File: src/rtl/audio_sample_mixer.sv
// Audio back-end: per-channel stability filter, signed conversion, attenuation, L/R routing, saturating mix.
// Optional peak meters (peak_l/peak_r/peak_clr) are compiled in when AUDIO_PEAK_EN is defined.

module audio_sample_mixer #(
  parameter int CHANNELS   = 2,
  parameter int IN_W       = 11,
  parameter int OUT_W      = 16,
  parameter int STABLE_CNT = 2,
  parameter int SIGNED_IN  = 0
) (
  input  logic                      clk_audio,
  input  logic                      reset_n,
  input  logic [CHANNELS*IN_W-1:0]  in_data,
  input  logic [CHANNELS-1:0]       route_l,
  input  logic [CHANNELS-1:0]       route_r,
  input  logic [2*CHANNELS-1:0]     atten,
  input  logic                      mute,
  output logic signed [OUT_W-1:0]   audio_l,
  output logic signed [OUT_W-1:0]   audio_r,
  output logic                      sample_stb,
  output logic                      sat_flag
`ifdef AUDIO_PEAK_EN
  ,
  input  logic                      peak_clr,
  output logic [OUT_W-2:0]          peak_l,
  output logic [OUT_W-2:0]          peak_r
`endif
);

  localparam int ACC_W = OUT_W + 3;
  localparam int SHIFT = OUT_W - IN_W;

  localparam logic [IN_W-1:0]         MSB_MASK = IN_W'(1) << (IN_W - 1);
  localparam logic signed [ACC_W-1:0] ACC_MAX  = $signed({4'b0000, {(OUT_W-1){1'b1}}});
  localparam logic signed [ACC_W-1:0] ACC_MIN  = $signed({4'b1111, {(OUT_W-1){1'b0}}});
  localparam logic signed [OUT_W-1:0] OUT_MAX  = $signed({1'b0, {(OUT_W-1){1'b1}}});
  localparam logic signed [OUT_W-1:0] OUT_MIN  = $signed({1'b1, {(OUT_W-1){1'b0}}});

  logic [CHANNELS-1:0]        w_upd;
  logic signed [ACC_W-1:0]    w_conv [CHANNELS];

  for (genvar gi = 0; gi < CHANNELS; gi++) begin : g_ch
    logic [IN_W-1:0]         r_sh [STABLE_CNT];
    logic [IN_W-1:0]         r_held;
    logic                    r_upd;
    logic                    w_steady;
    logic                    w_accept;
    logic [IN_W-1:0]         w_fix;
    logic signed [OUT_W-1:0] w_just;
    logic signed [OUT_W-1:0] w_att;

    always_comb begin
      w_steady = 1'b1;
      for (int j = 1; j < STABLE_CNT; j++) begin
        if (r_sh[j] != r_sh[0]) w_steady = 1'b0;
      end
    end

    assign w_accept = w_steady && (r_sh[STABLE_CNT-1] != r_held);

    always_ff @(posedge clk_audio) begin
      if (!reset_n) begin
        for (int j = 0; j < STABLE_CNT; j++) r_sh[j] <= '0;
        r_held <= '0;
        r_upd  <= 1'b0;
      end else begin
        r_sh[0] <= in_data[gi*IN_W +: IN_W];
        for (int j = 1; j < STABLE_CNT; j++) r_sh[j] <= r_sh[j-1];
        r_upd <= w_accept;
        if (w_accept) r_held <= r_sh[STABLE_CNT-1];
      end
    end

    // Offset-binary becomes two's complement by flipping the MSB.
    assign w_fix  = (SIGNED_IN != 0) ? r_held : (r_held ^ MSB_MASK);
    assign w_just = $signed(OUT_W'(w_fix) << SHIFT);
    assign w_att  = w_just >>> atten[2*gi +: 2];

    assign w_conv[gi] = $signed({{3{w_att[OUT_W-1]}}, w_att});
    assign w_upd[gi]  = r_upd;
  end

  logic signed [ACC_W-1:0] w_sum_l;
  logic signed [ACC_W-1:0] w_sum_r;

  always_comb begin
    w_sum_l = '0;
    w_sum_r = '0;
    for (int k = 0; k < CHANNELS; k++) begin
      if (route_l[k]) w_sum_l = w_sum_l + w_conv[k];
      if (route_r[k]) w_sum_r = w_sum_r + w_conv[k];
    end
  end

  // Stage A tracks the mix every cycle; valid marks cycles carrying a freshly accepted sample.
  logic signed [ACC_W-1:0] r_sum_l;
  logic signed [ACC_W-1:0] r_sum_r;
  logic                    r_valid;

  always_ff @(posedge clk_audio) begin
    if (!reset_n) begin
      r_sum_l <= '0;
      r_sum_r <= '0;
      r_valid <= 1'b0;
    end else begin
      r_sum_l <= w_sum_l;
      r_sum_r <= w_sum_r;
      r_valid <= |w_upd;
    end
  end

  logic                    w_hi_l, w_lo_l, w_hi_r, w_lo_r;
  logic signed [OUT_W-1:0] w_sat_l;
  logic signed [OUT_W-1:0] w_sat_r;

  assign w_hi_l  = r_sum_l > ACC_MAX;
  assign w_lo_l  = r_sum_l < ACC_MIN;
  assign w_hi_r  = r_sum_r > ACC_MAX;
  assign w_lo_r  = r_sum_r < ACC_MIN;
  assign w_sat_l = w_hi_l ? OUT_MAX : (w_lo_l ? OUT_MIN : r_sum_l[OUT_W-1:0]);
  assign w_sat_r = w_hi_r ? OUT_MAX : (w_lo_r ? OUT_MIN : r_sum_r[OUT_W-1:0]);

  // Stage B: a mute release reloads the live stage A sums even without a new sample.
  logic r_mute_d;
  logic w_mute_edge;
  logic w_load;

  assign w_mute_edge = mute && !r_mute_d;
  assign w_load      = !mute && (r_valid || r_mute_d);

  always_ff @(posedge clk_audio) begin
    if (!reset_n) begin
      r_mute_d   <= 1'b0;
      audio_l    <= '0;
      audio_r    <= '0;
      sample_stb <= 1'b0;
      sat_flag   <= 1'b0;
    end else begin
      r_mute_d   <= mute;
      sample_stb <= w_mute_edge || w_load;
      if (mute) begin
        audio_l <= '0;
        audio_r <= '0;
      end else if (w_load) begin
        audio_l <= w_sat_l;
        audio_r <= w_sat_r;
        if (w_hi_l || w_lo_l || w_hi_r || w_lo_r) sat_flag <= 1'b1;
      end
    end
  end

`ifdef AUDIO_PEAK_EN
  function automatic logic [OUT_W-2:0] f_mag(input logic signed [OUT_W-1:0] a);
    logic signed [OUT_W-1:0] neg;
    neg = -a;
    if (a == OUT_MIN)    return {(OUT_W-1){1'b1}};
    else if (a[OUT_W-1]) return neg[OUT_W-2:0];
    else                 return a[OUT_W-2:0];
  endfunction

  logic [OUT_W-2:0] w_mag_l;
  logic [OUT_W-2:0] w_mag_r;

  assign w_mag_l = f_mag(audio_l);
  assign w_mag_r = f_mag(audio_r);

  always_ff @(posedge clk_audio) begin
    if (!reset_n) begin
      peak_l <= '0;
      peak_r <= '0;
    end else if (peak_clr) begin
      peak_l <= w_mag_l;
      peak_r <= w_mag_r;
    end else begin
      if (w_mag_l > peak_l) peak_l <= w_mag_l;
      if (w_mag_r > peak_r) peak_r <= w_mag_r;
    end
  end
`endif

endmodule

File: config.mk
export PLATFORM = sky130hd
export DESIGN_NAME = audio_sample_mixer
export DESIGN_NICKNAME = d
export VERILOG_FILES = /design/src/rtl/audio_sample_mixer.sv
export SDC_FILE = /design/constraint.sdc
export NUM_CORES = 1
export LEC_CHECK = 0
export ABC_AREA = 1
export BUFFER_PORTS_ARGS = -buffer_cell sky130_fd_sc_hd__buf_2
export CORE_UTILIZATION = 55
export CTS_CLUSTER_DIAMETER = 120
export DETAILED_ROUTE_END_ITERATION = 16
export PLACE_DENSITY_LB_ADDON = 0.25
export SETUP_SLACK_MARGIN = 0.3
export SLEW_MARGIN = 20
export SYNTH_ARGS = -nofsm -noshare
export SYNTH_HDL_FRONTEND = slang
export SYNTH_SLANG_ARGS = --single-unit
File: constraint.sdc
create_clock -name clk_audio -period 6.3 [get_ports clk_audio]
set_input_delay 0.63 -clock clk_audio [delete_from_list [all_inputs] [get_ports clk_audio]]
set_output_delay 0.63 -clock clk_audio [all_outputs]
set_load 0.01 [all_outputs]
-- Yosys cells after proc, flatten, opt, wreduce, memory -nomap -nowiden
Memories as Yosys holds them, arrays and structs flattened.
Cells that the tools add are included.
- register bits: 98
- RAM bits: 44
- word-level logic and storage cells: 64
- memories: 2
- memory list (name ; words ; bits a word ; read ports ; clocked after Yosys merged registers in ; wr ports ; line ; source):
    g_ch[0].r_sh ; 2 ; 11 ; 2 ; 0 ; 2 ; 43 ; logic [IN_W-1:0] r_sh [STABLE_CNT];
    g_ch[1].r_sh ; 2 ; 11 ; 2 ; 0 ; 2 ; 43 ;
- add/subtract/negate cells: 2
- $lt $le $gt $ge: 4
- eq/ne operators: 4
- shifts and indexed selects: 2
- multiplexer cells: 16
- bitwise logic cells: 8
- reductions and logical operators: 14
- operators by type and width (kind ; number):
    $mux W19 ; 4
    $mux W16 ; 4
    $mux W11 ; 4
    $ne A11 B11 Y1 ; 4
    $add A19 B16 Y19 ; 2
    $gt A19 B16 Y1 const B ; 2
    $lt A19 B16 Y1 const B ; 2
    $sshr A16 B2 Y16 ; 2
    $logic_or A1 B1 Y1 ; 5
    $logic_and A1 B1 Y1 ; 4
    $mux W1 ; 4
    $not A1 Y1 ; 4
    $or A1 B1 Y1 ; 4
    $reduce_or A2 Y1 ; 2
    $reduce_and A3 Y1 ; 1
    $logic_not A1 Y1 ; 2

-- Longest topological paths before layout
Gate-level depths: netlist (run 1).
- word-level depth: 5
- depth in mapped cells: 19
- depth with buffers taken out: 18

-- Least setup slack after synthesis (run 1)
OpenSTA, ideal clock, no wires.
- path kind: input-to-reg
- from: input atten[2]
- to: register r_sum_r[17]
- arrival time: 2466 ps
- data required time: 6229 ps
- path slack: 3763 ps
- stages: 13
- path through: buf_6 -> clkbuf_1 -> o21ai_0 -> mux2i_1 -> ha_1 -> a21oi_1 -> a21boi_1 -> nor3_1 -> nor3_1 -> nand2_1 -> nand2_1 -> nand3_1 -> a21oi_1
- word-level cells in the longest chain between the ends: 3
- RTL lines (what ; line ; source):
    from (decl) ; 16 ; input logic [2*CHANNELS-1:0] atten,
    $sshr A16 B2 Y16 ; 77 ; assign w_att = w_just >>> atten[2*gi +: 2];
    $add A19 B16 Y19 ; 91 ; if (route_r[k]) w_sum_r = w_sum_r + w_conv[k];
    $mux W19 ; 91 ;
    to (signal assigned) ; 107 ; r_sum_r <= w_sum_r;
    to (decl) ; 97 ; logic signed [ACC_W-1:0] r_sum_r;
Every way passes these cells.
A chain may end at the register's enable or synchronous reset.

-- Worst setup path after layout (run 1)
- from: input reset_n
- to: register audio_l[6]
- word-level cells in the longest chain between the ends: 2
- RTL lines (what ; line ; source):
    from (decl) ; 12 ; input logic reset_n,
    $not A1 Y1 (no line) ; - ;
    $reduce_or A2 Y1 (no line) ; - ;
    to (signal assigned) ; 145 ; audio_l <= w_sat_l;
    to (decl) ; 18 ; output logic signed [OUT_W-1:0] audio_l,
Every way passes these cells.

==> out/metrics.csv, run 1 <==
metric;value;unit
num_io_pins;67;
ys_dominant_reg_cell;dfxtp_1;
hold_violations;0;
placed_cell_area;0.007670;mm^2
cp_slowest_cell;clkinv_1;
route.detailed.drc;0;
skew;10.92;ps
antenna_left;0;
dpl.hpwl;11940;um
routedWlPerCell;12.82;um
clk_latency;420;ps
fin_setup_tns;0;ps
fin_crit;2938;ps
yosysWarningCount;0;
synth_fp_nets;1088;
avgSynthCellArea;7.144;um^2
gp_congestion;0.9431;
fill_cells;1151;
crit_type;primary input to flip-flop;
fin_nets;1135;
yosysTopAreaCell;dfxtp_1;
port_buffers;66;
synth.area.top_cells;dfxtp_1 (37%), nand2_1 (10%), inv_1 (6.5%), o21ai_0 (6.2%), ha_1 (5.1%);
yosysUniqueCellTypes;41;
die_width;117.3;um
first_iter_violations;319;
grt_pass1_wl;26790;um
holdPathStages;3;
cts_resized;0;
htree_levels;4;
via_per_inst;5.114;
die-area;0.01375;mm^2
post_cts_buffers;0;
status;finished clean;
grt_setup_unrepaired;false;
async_flop_share;0;
worstPathArrival;3240;ps
wl;16070;um
syn_to_final_growth;12.86;%
ir_worst_vdd;0.2505;mV
grtUsageTotal;0.2533;
design_area;0.008248;mm^2
maxSlewHeadroom;0.3848;
coreArea;0.01277;mm^2
fmax;340.4;MHz
crit_chain;buf_2, buf_4, inv_1, nor2_1, clkinv_1, a21oi_1;
start_util;0.5721;
instances_no_fill;1253;
tritoncts;yes;
first_pass_iters;6;
drv_slew;0;
clock_path_buffers;2;
first_global_vias;6056;
yosysMostFrequentCell;nand2_1;
final_util;0.6457;
cts.sinks;136;
vias;6408;
synthesis.area;0.007308;mm^2
numCtsBuffers;17;
setup_slack;3362;ps
crit_path_end_kind;flip-flop;
fin_crit_sh;0.4664;
dieHeight;117.3;um
drive_gt1_frac;0.1351;
drv_cap;0;
synth.top_cell.area_share;0.3725;
clockRootBuffer;clkbuf_16;
powerDensity;262.6;mW/mm^2
antenna_found_initial;0;
crit_fanout;92;
grt_max_degree;93;
antenna_cells;0;
p_leak;4.198;nW
tightestPinTransition;918.4;ps
overflow;0;
hold_buffers;0;
synthTopCellsByCount;nand2_1 (202), dfxtp_1 (136), inv_1 (126);
clkTransAtPathRegs;50;ps
start_kind;primary input;
synth-seq-cells;136;
syn_inst;1023;
placed_cells;1223;
num_rows;41;
place_ws;2982;ps
synth_edf_count;0;
worstHoldPathType;primary input to flip-flop;
required;6610;ps
synth_seq_area_share;0.3725;
slowest_delay;660;ps
setup_violations;0;
r2r_cells;14;
[worst paths after layout]
path / start / end / slack, ps
worst max-delay path: reset_n / audio_l[6] / 3360
worst min-delay path: in_data[10] / g_ch[0].r_sh[0][10] / 390
worst max register to register: g_ch[0].r_held[7] / r_sum_l[15] / 3650
worst min register to register: g_ch[1].r_sh[0][1] / g_ch[1].r_sh[0][12] / 430
[per-stage QoR]
stage               hold WS [ps]  power [mW]
global placement           423.7       1.218
floorplan                  411.4       1.156
CTS                        376.7       2.178
global route               389.3       2.258
finish                     389.9       2.166
detailed placement         429.6       1.223
[kinds of logic (layout without fill, tap and decap cells)]
family,count (synthesis),after routing,share of synthesized area
mux,3,3,0.004109
simple gates,411,411,0.2462
xor+xnor,51,51,0.06112
compound gates,217,217,0.1642
buf+inv,173,231,0.09502
flops,136,136,0.3725
fa+ha+maj,32,32,0.05684
[critical path: cells and delay by family]
kind,cells,cell delay (ps)
buf+inv,4,1830
compound gates,1,410
simple gates,1,350
[sequential cells by signal, indices dropped and copies added (netlist names), 2 cells and up]
| name | cells |
|---|---|
| g_ch.r_held | 22 |
| r_sum_r | 17 |
| audio_l | 15 |
| audio_r | 15 |
| g_ch.r_sh | 44 |
| g_ch.r_upd | 2 |
| r_sum_l | 17 |
[per-layer routing]
layer	vias to the layer above	wire, um	track usage
li1	3403	-	-
met1	2810	7212	0.2896
met2	156	7553	0.4424
met5	-	0	0
met3	39	799	0.06334
met4	0	504	0.1198
[layout make-up]
| cell class | count | area (um^2) | area share |
|---|---|---|---|
| multi-input cells | 714 | 3897 | 0.4725 |
| flip-flops and latches | 136 | 2723 | 0.3301 |
| inverters | 134 | 503.0 | 0.06098 |
| clock buffers | 22 | 474.2 | 0.05749 |
| repair buffers | 67 | 337.8 | 0.04096 |
| well taps | 172 | 215.2 | 0.02609 |
| clock inverters | 8 | 97.59 | 0.01183 |
[layout by cell type, fill, tap and decap left out, types with 26 or more instances in the layout]
| master | count |
|---|---|
| nand3_1 | 42 |
| o21ai_0 | 91 |
| dfxtp_1 | 136 |
| ha_1 | 30 |
| buf_2 | 66 |
| nand2_1 | 202 |
| nor2_1 | 100 |
| inv_1 | 126 |
| a21oi_1 | 73 |
| nand2_2 | 26 |
| xor2_1 | 26 |
[power by group]
| group | switching, mW | total (mW) | leakage (nW) | internal, mW |
|---|---|---|---|---|
| Sequential | 0.0215 | 0.920 | 1.11 | 0.899 |
| Clock | 0.350 | 0.957 | 0.274 | 0.606 |
| Combinational | 0.185 | 0.289 | 2.81 | 0.104 |
| Total | 0.556 | 2.17 | 4.20 | 1.61 |
Power figures use the tool's default switching activity.
==> run 2, diff against run 1 <==
clock period = 2.75 ns   (was 6.3 ns; I/O delays follow)
==> run 2 against run 1 <==
  * Non-clock buffer count up 15
  * Cell count is 1.3% higher
  * Cell area up 2.7%
  * Via count up 2.6%
  * Critical endpoint is now r_sum_l[15]
  * Largest cell class unchanged
==> out/metrics.csv, run 2 (synthesis gave the netlist of run 1 again) <==
metric;value;unit;change
status;finished clean;;unchanged
worstHoldPathType;primary input to flip-flop;;unchanged
syn_to_final_growth;15.85;%;was 12.86%
largest_registers;g_ch.r_sh (44), g_ch.r_held (22);;unchanged
grtUsageTotal;0.2601;;was 0.2533
start_kind;flip-flop;;was primary input
die-area;0.01375;mm^2;unchanged
antenna_found_initial;0;;unchanged
fin_crit;2297;ps;
dieHeight;117.3;um;unchanged
setup_violations;0;;unchanged
numCtsBuffers;17;;unchanged
routedWlPerCell;13.15;um;was 12.82 um
grt_pass1_wl;27420;um;was 26,790 um
htree_levels;4;;unchanged
clkTransAtPathRegs;60;ps;was 50 ps
p_int;3.545;mW;was 1.609 mW
clockRootBuffer;clkbuf_16;;unchanged
gp_congestion;0.9872;;was 0.9431
drv_cap;0;;unchanged
hold_buffers;0;;unchanged
final_common_cell;nand2_1;;unchanged
port_buffers;66;;unchanged
drv_slew;0;;unchanged
sequentialPowerShare;0.435;;was 0.425
worstPathArrival;2580;ps;was 3240 ps
swShare;0.2690;;was 0.2569
via_per_inst;5.180;;was 5.114
start_util;0.5721;;unchanged
fin_crit_sh;0.8354;;
first_iter_violations;362;;was 319
clock_path_buffers;2;;unchanged
grt_max_degree;92;;was 93
wl;16690;um;was 16,070 um
layout_common_cells;nand2_1 (200), dfxtp_1 (130), inv_1 (124);;was nand2_1 (202), dfxtp_1 (136), inv_1 (126)
powerDensity;572.8;mW/mm^2;was 262.6 mW/mm^2
die_width;117.3;um;unchanged
crit_type;flip-flop to flip-flop;;was primary input to flip-flop
fill_cells;1130;;was 1,151
coreArea;0.01277;mm^2;unchanged
p_leak;4.254;nW;was 4.198 nW
first_global_vias;5850;;was 6,056
route.detailed.drc;0;;unchanged
crit_path_end_kind;flip-flop;;unchanged
overflow;0;;unchanged
dpl.hpwl;12380;um;was 11,940 um
largest_reg_flops;44;;unchanged
first_pass_iters;5;;was 6
antenna_cells;0;;unchanged
hold_violations;0;;unchanged
netSwitchingPower;1.305;mW;was 556.4 uW
required;3030;ps;was 6610 ps
fmax;435.3;MHz;
pwr-share-clk;0.416;;was 0.442
p_comb_frac;0.148;;was 0.133
skew;14.16;ps;was 10.92 ps
p_total;4.850;mW;was 2.166 mW
clk_latency;420;ps;about the same
num_rows;41;;unchanged
tightestPinTransition;998.8;ps;was 918.4 ps
maxSlewHeadroom;0.3310;;was 0.3848
antenna_left;0;;unchanged
drive_gt1_frac;0.1787;;was 0.1351
ir_worst_vdd;0.5190;mV;was 0.2505 mV
cts.sinks;136;;unchanged
vias;6574;;was 6,408
crit_fanout;5;;was 92
grt_setup_unrepaired;true;;was false
r2r_slack;450;ps;was 3650 ps
top_register;g_ch.r_sh;;unchanged
num_io_pins;67;;unchanged
fin_setup_tns;0;ps;unchanged
tritoncts;yes;;unchanged
fin_nets;1150;;was 1,135
==> run 2: stage by stage <==
step	std cells	setup slack [ps]	util	cell area, um^2	hold slack (ps)
final	1269	452.5	0.6628	8467	32.13
after global routing	1269	259.9	0.6628	8467	24.03
after CTS	1265	327.1	0.6483	8280	16.35
after detailed placement	1234	115.4	0.6069	7752	423.6
after global placement	1234	129.0	0.6069	7752	420.6
after floorplan	1023	567.9	-	7308	372.6
==> run 2: repair_timing <==
action                     4_1_cts  5_1_grt
setup buffers                    0        4
gates resized for setup          0       50
setup endpoints to repair        0       20
==> run 2: per-layer routing <==
metal / routed length, um / track usage
met4: 403 / 0.1080
met1: 7428 / 0.3126
met3: 857 / 0.05201
met2: 7996 / 0.4525
met5: 0 / 0
==> run 2: final cells by class <==
| type | instances | area (um^2) | share of cell area |
|---|---|---|---|
| multi-input combinational | 714 | 4040 | 0.4772 |
| sequential | 136 | 2730 | 0.3224 |
| inverter | 134 | 503.0 | 0.05941 |
| clock buffer | 24 | 481.7 | 0.05689 |
| timing repair buffer | 82 | 450.4 | 0.05320 |
| tap | 172 | 215.2 | 0.02542 |
| clock inverter | 7 | 46.29 | 0.005468 |
==> run 2: path summary, 6_finish.rpt <==
| check | from | endpoint | depth (start not counted) |
|---|---|---|---|
| worst max-delay path | g_ch[0].r_held[9] | r_sum_l[15] | 14 |
| worst min-delay path | in_data[6] | g_ch[0].r_sh[0][6] | 3 |
| worst max register to register | g_ch[0].r_held[9] | r_sum_l[15] | 14 |
| worst min register to register | g_ch[1].r_sh[0][2] | g_ch[1].r_sh[0][13] | 2 |
==> run 2: critical path, cell delays in order, from the launching register on <==
cell and delay, ps:
dfxtp_1 330, inv_2 80, nand2_1 60, o21ai_2 90, nor2_1 60, nor2_1 190, nor2_1 110, ha_1 390
nand2_1 140, nor4_1 340, nand2_2 100, nand2_1 70, nand2_1 50, nand3_1 80, a21oi_1 60
==> run 2: power by group through the flow <==
stage	clock network, mW	registers (mW)	logic (mW)
floorplan	0	2.14	0.506
global placement	0	2.15	0.666
detailed placement	0	2.15	0.673
CTS	2.06	2.11	0.678
global route	2.14	2.12	0.817
finish	2.02	2.11	0.720
==> run 3, diff against run 2 <==
clock period = 2.15 ns   (was 2.75 ns; I/O delays follow)
==> run 3 against run 2 <==
  * The flow now finishes with violations (negative setup slack)
  * Register-to-register slack worse by 640 ps
  * Count of clock-buffer cells in the layout down 3
  * Total power rose by 48%
  * Non-clock buffer count up 163
  * Routed wire length is 54% higher
  * Maximum frequency fell by 1.9%
  * Setup slack worse by 640 ps
  * Cell count increased by 13%
  * First-iteration DRC count is 82% higher
  * Largest cell class unchanged
  * Highest routed layer unchanged
==> out/metrics.csv, run 3 (synthesis gave the netlist of run 1 again) <==
metric;value;unit;change
status;finished, violations left;;was finished clean
violations;negative setup slack;;
clkTransAtPathRegs;60;ps;about the same
first_pass_iters;6;;was 5
layout_common_cells;nand2_1 (168), buf_4 (144), dfxtp_1 (119);;was nand2_1 (200), dfxtp_1 (130), inv_1 (124)
p_total;7.156;mW;was 4.850 mW
antenna_cells;0;;unchanged
fin_crit;2341;ps;was 2297 ps
die_width;117.3;um;unchanged
clockRootBuffer;clkbuf_16;;unchanged
drv_slew;0;;unchanged
maxSlewHeadroom;0.5011;;was 0.3310
route.detailed.drc;0;;unchanged
p_int;5.095;mW;was 3.545 mW
sequentialPowerShare;0.377;;was 0.435
crit_fanout;3;;was 5
worstHoldPathType;primary input to flip-flop;;unchanged
critPathLaunch;g_ch[0].r_held[8];;was g_ch[0].r_held[9]
grtUsageTotal;0.3272;;was 0.2601
coreArea;0.01277;mm^2;unchanged
ir_worst_vdd;0.6698;mV;was 0.5190 mV
setup_violations;21;;was 0
numCtsBuffers;17;;unchanged
tightestPinTransition;747.5;ps;was 998.8 ps
num_io_pins;67;;unchanged
setup_slack;-191.2;ps;was 452.5 ps
dpl.hpwl;13280;um;was 12,380 um
overflow;0;;unchanged
start_kind;flip-flop;;unchanged
tritoncts;yes;;unchanged
hp-start;mute;;was in_data[6]
syn_to_final_growth;49.43;%;was 15.85%
holdPathStages;3;;unchanged
antenna_found_initial;0;;unchanged
place_ws;-272.8;ps;was 115.4 ps
gp_congestion;0.9757;;was 0.9872
fill_cells;668;;was 1,130
top_register;g_ch.r_sh;;unchanged
powerDensity;655.3;mW/mm^2;was 572.8 mW/mm^2
swShare;0.2880;;was 0.2690
port_buffers;66;;unchanged
vias;8120;;was 6,574
fin_crit_sh;1.089;;was 0.8354
r2r_start;g_ch[0].r_held[8];;was g_ch[0].r_held[9]
clock_path_buffers;2;;unchanged
p_leak;5.253;nW;was 4.254 nW
grt_setup_unrepaired;true;;unchanged
crit_path_end_kind;flip-flop;;unchanged
num_rows;41;;unchanged
drv_cap;0;;unchanged
largest_registers;g_ch.r_sh (44), g_ch.r_held (22);;unchanged
crit_type;flip-flop to flip-flop;;unchanged
start_util;0.5721;;unchanged
p_comb_frac;0.218;;was 0.148
grt_pass1_wl;34380;um;was 27,420 um
antenna_left;0;;unchanged
final_common_cell;nand2_1;;unchanged
r2r_cells;14;;unchanged
pwr-share-clk;0.405;;was 0.416
r2r_slack;-190;ps;was 450 ps
worstPathArrival;2700;ps;was 2580 ps
drive_gt1_frac;0.4060;;was 0.1787
first_iter_violations;659;;was 362
placed_cells;1335;;was 1,234
skew;6.389;ps;was 14.16 ps
grt_max_degree;92;;unchanged
hold_violations;0;;unchanged
routedWlPerCell;17.97;um;was 13.15 um
fmax;427.1;MHz;was 435.3 MHz
dieHeight;117.3;um;unchanged
via_per_inst;5.666;;was 5.180
instances_no_fill;1433;;was 1,269
final_util;0.8549;;was 0.6628
htree_levels;4;;unchanged
largest_reg_flops;44;;unchanged
fin_nets;1313;;was 1,150
first_global_vias;7337;;was 5,850
wl;25760;um;was 16,690 um
die-area;0.01375;mm^2;unchanged
required;2510;ps;was 3030 ps
clk_latency;430;ps;was 420 ps
netSwitchingPower;2.061;mW;was 1.305 mW
cts.sinks;136;;unchanged
[run 3: changes by cell type in the layout (fill, tap and decap cells not counted), moves of 15 or more]
cell	before	now
a21oi_1	67	45
buf_4	16	144
dlygate4sd3_1	0	22
ha_1	24	3
ha_4	5	25
nand2_1	200	168
nand2_2	28	50
nand3_1	42	27
nor2_1	95	72
o21ai_0	79	61
[run 3: area by class of cell]
class / count / area (um^2) / share of cell area
multi-input combinational: 714 / 5062 / 0.4636
sequential: 136 / 2751 / 0.2519
timing repair buffer: 245 / 1795 / 0.1644
inverter: 134 / 503.0 / 0.04606
clock buffer: 21 / 470.5 / 0.04308
tap: 172 / 215.2 / 0.01971
clock inverter: 11 / 122.6 / 0.01123
[run 3: timing repair]
item / 4_1_cts / 5_1_grt
pin swaps: 45 / 54
hold buffers: 22 / 0
endpoints found under the setup margin: 39 / 52
resized for setup: 140 / 114
setup buffers: 28 / 16
endpoints found under the hold margin: 22 / 0
cloned: 0 / 0
[run 3: worst max-delay path, cell delays in order (launching register included)]
cell and delay, ps:
dfxtp_2 360, nand2_1 60, o21ai_1 90, buf_4 190
mux2i_4 110, nor2_4 220, ha_4 260, a21oi_2 150
a21boi_2 240, nor3_2 80, nor3_2 110, nand2_1 90
nand2_2 90, nand3_2 80, a21oi_2 140
[run 3: worst paths after layout]
check	to
setup reg to reg	r_sum_r[17]
setup / recovery	r_sum_r[17]
hold / removal	r_mute_d
hold reg to reg	g_ch[1].r_sh[0][21]
[run 3: through the flow]
| step | cell area [um^2] | setup TNS [ps] | hold WS (ps) |
|---|---|---|---|
| floorplan | 7465 | 0 | 312.6 |
| global placement | 8643 | -2878 | 394.2 |
| detailed placement | 8643 | -3387 | 399.0 |
| CTS | 10320 | -10.46 | 10.23 |
| global route | 10920 | -3382 | 38.16 |
| finish | 10920 | -1942 | 20.02 |
[run 3: layer usage]
layer,part of all wire,track usage,vias up
li1,-,-,3763
met1,0.36,0.3559,3761
met2,0.50,0.5827,441
met3,0.071,0.06231,155
met4,0.071,0.2101,0
met5,0,0,-
[run 3: power by group through the flow]
stage / Combinational, mW / Clock (mW) / Sequential (mW)
floorplan: 0.686 / 0 / 2.74
global placement: 1.03 / 0 / 2.74
detailed placement: 1.05 / 0 / 2.75
CTS: 1.29 / 2.90 / 2.70
global route: 1.65 / 3.03 / 2.71
finish: 1.56 / 2.90 / 2.70
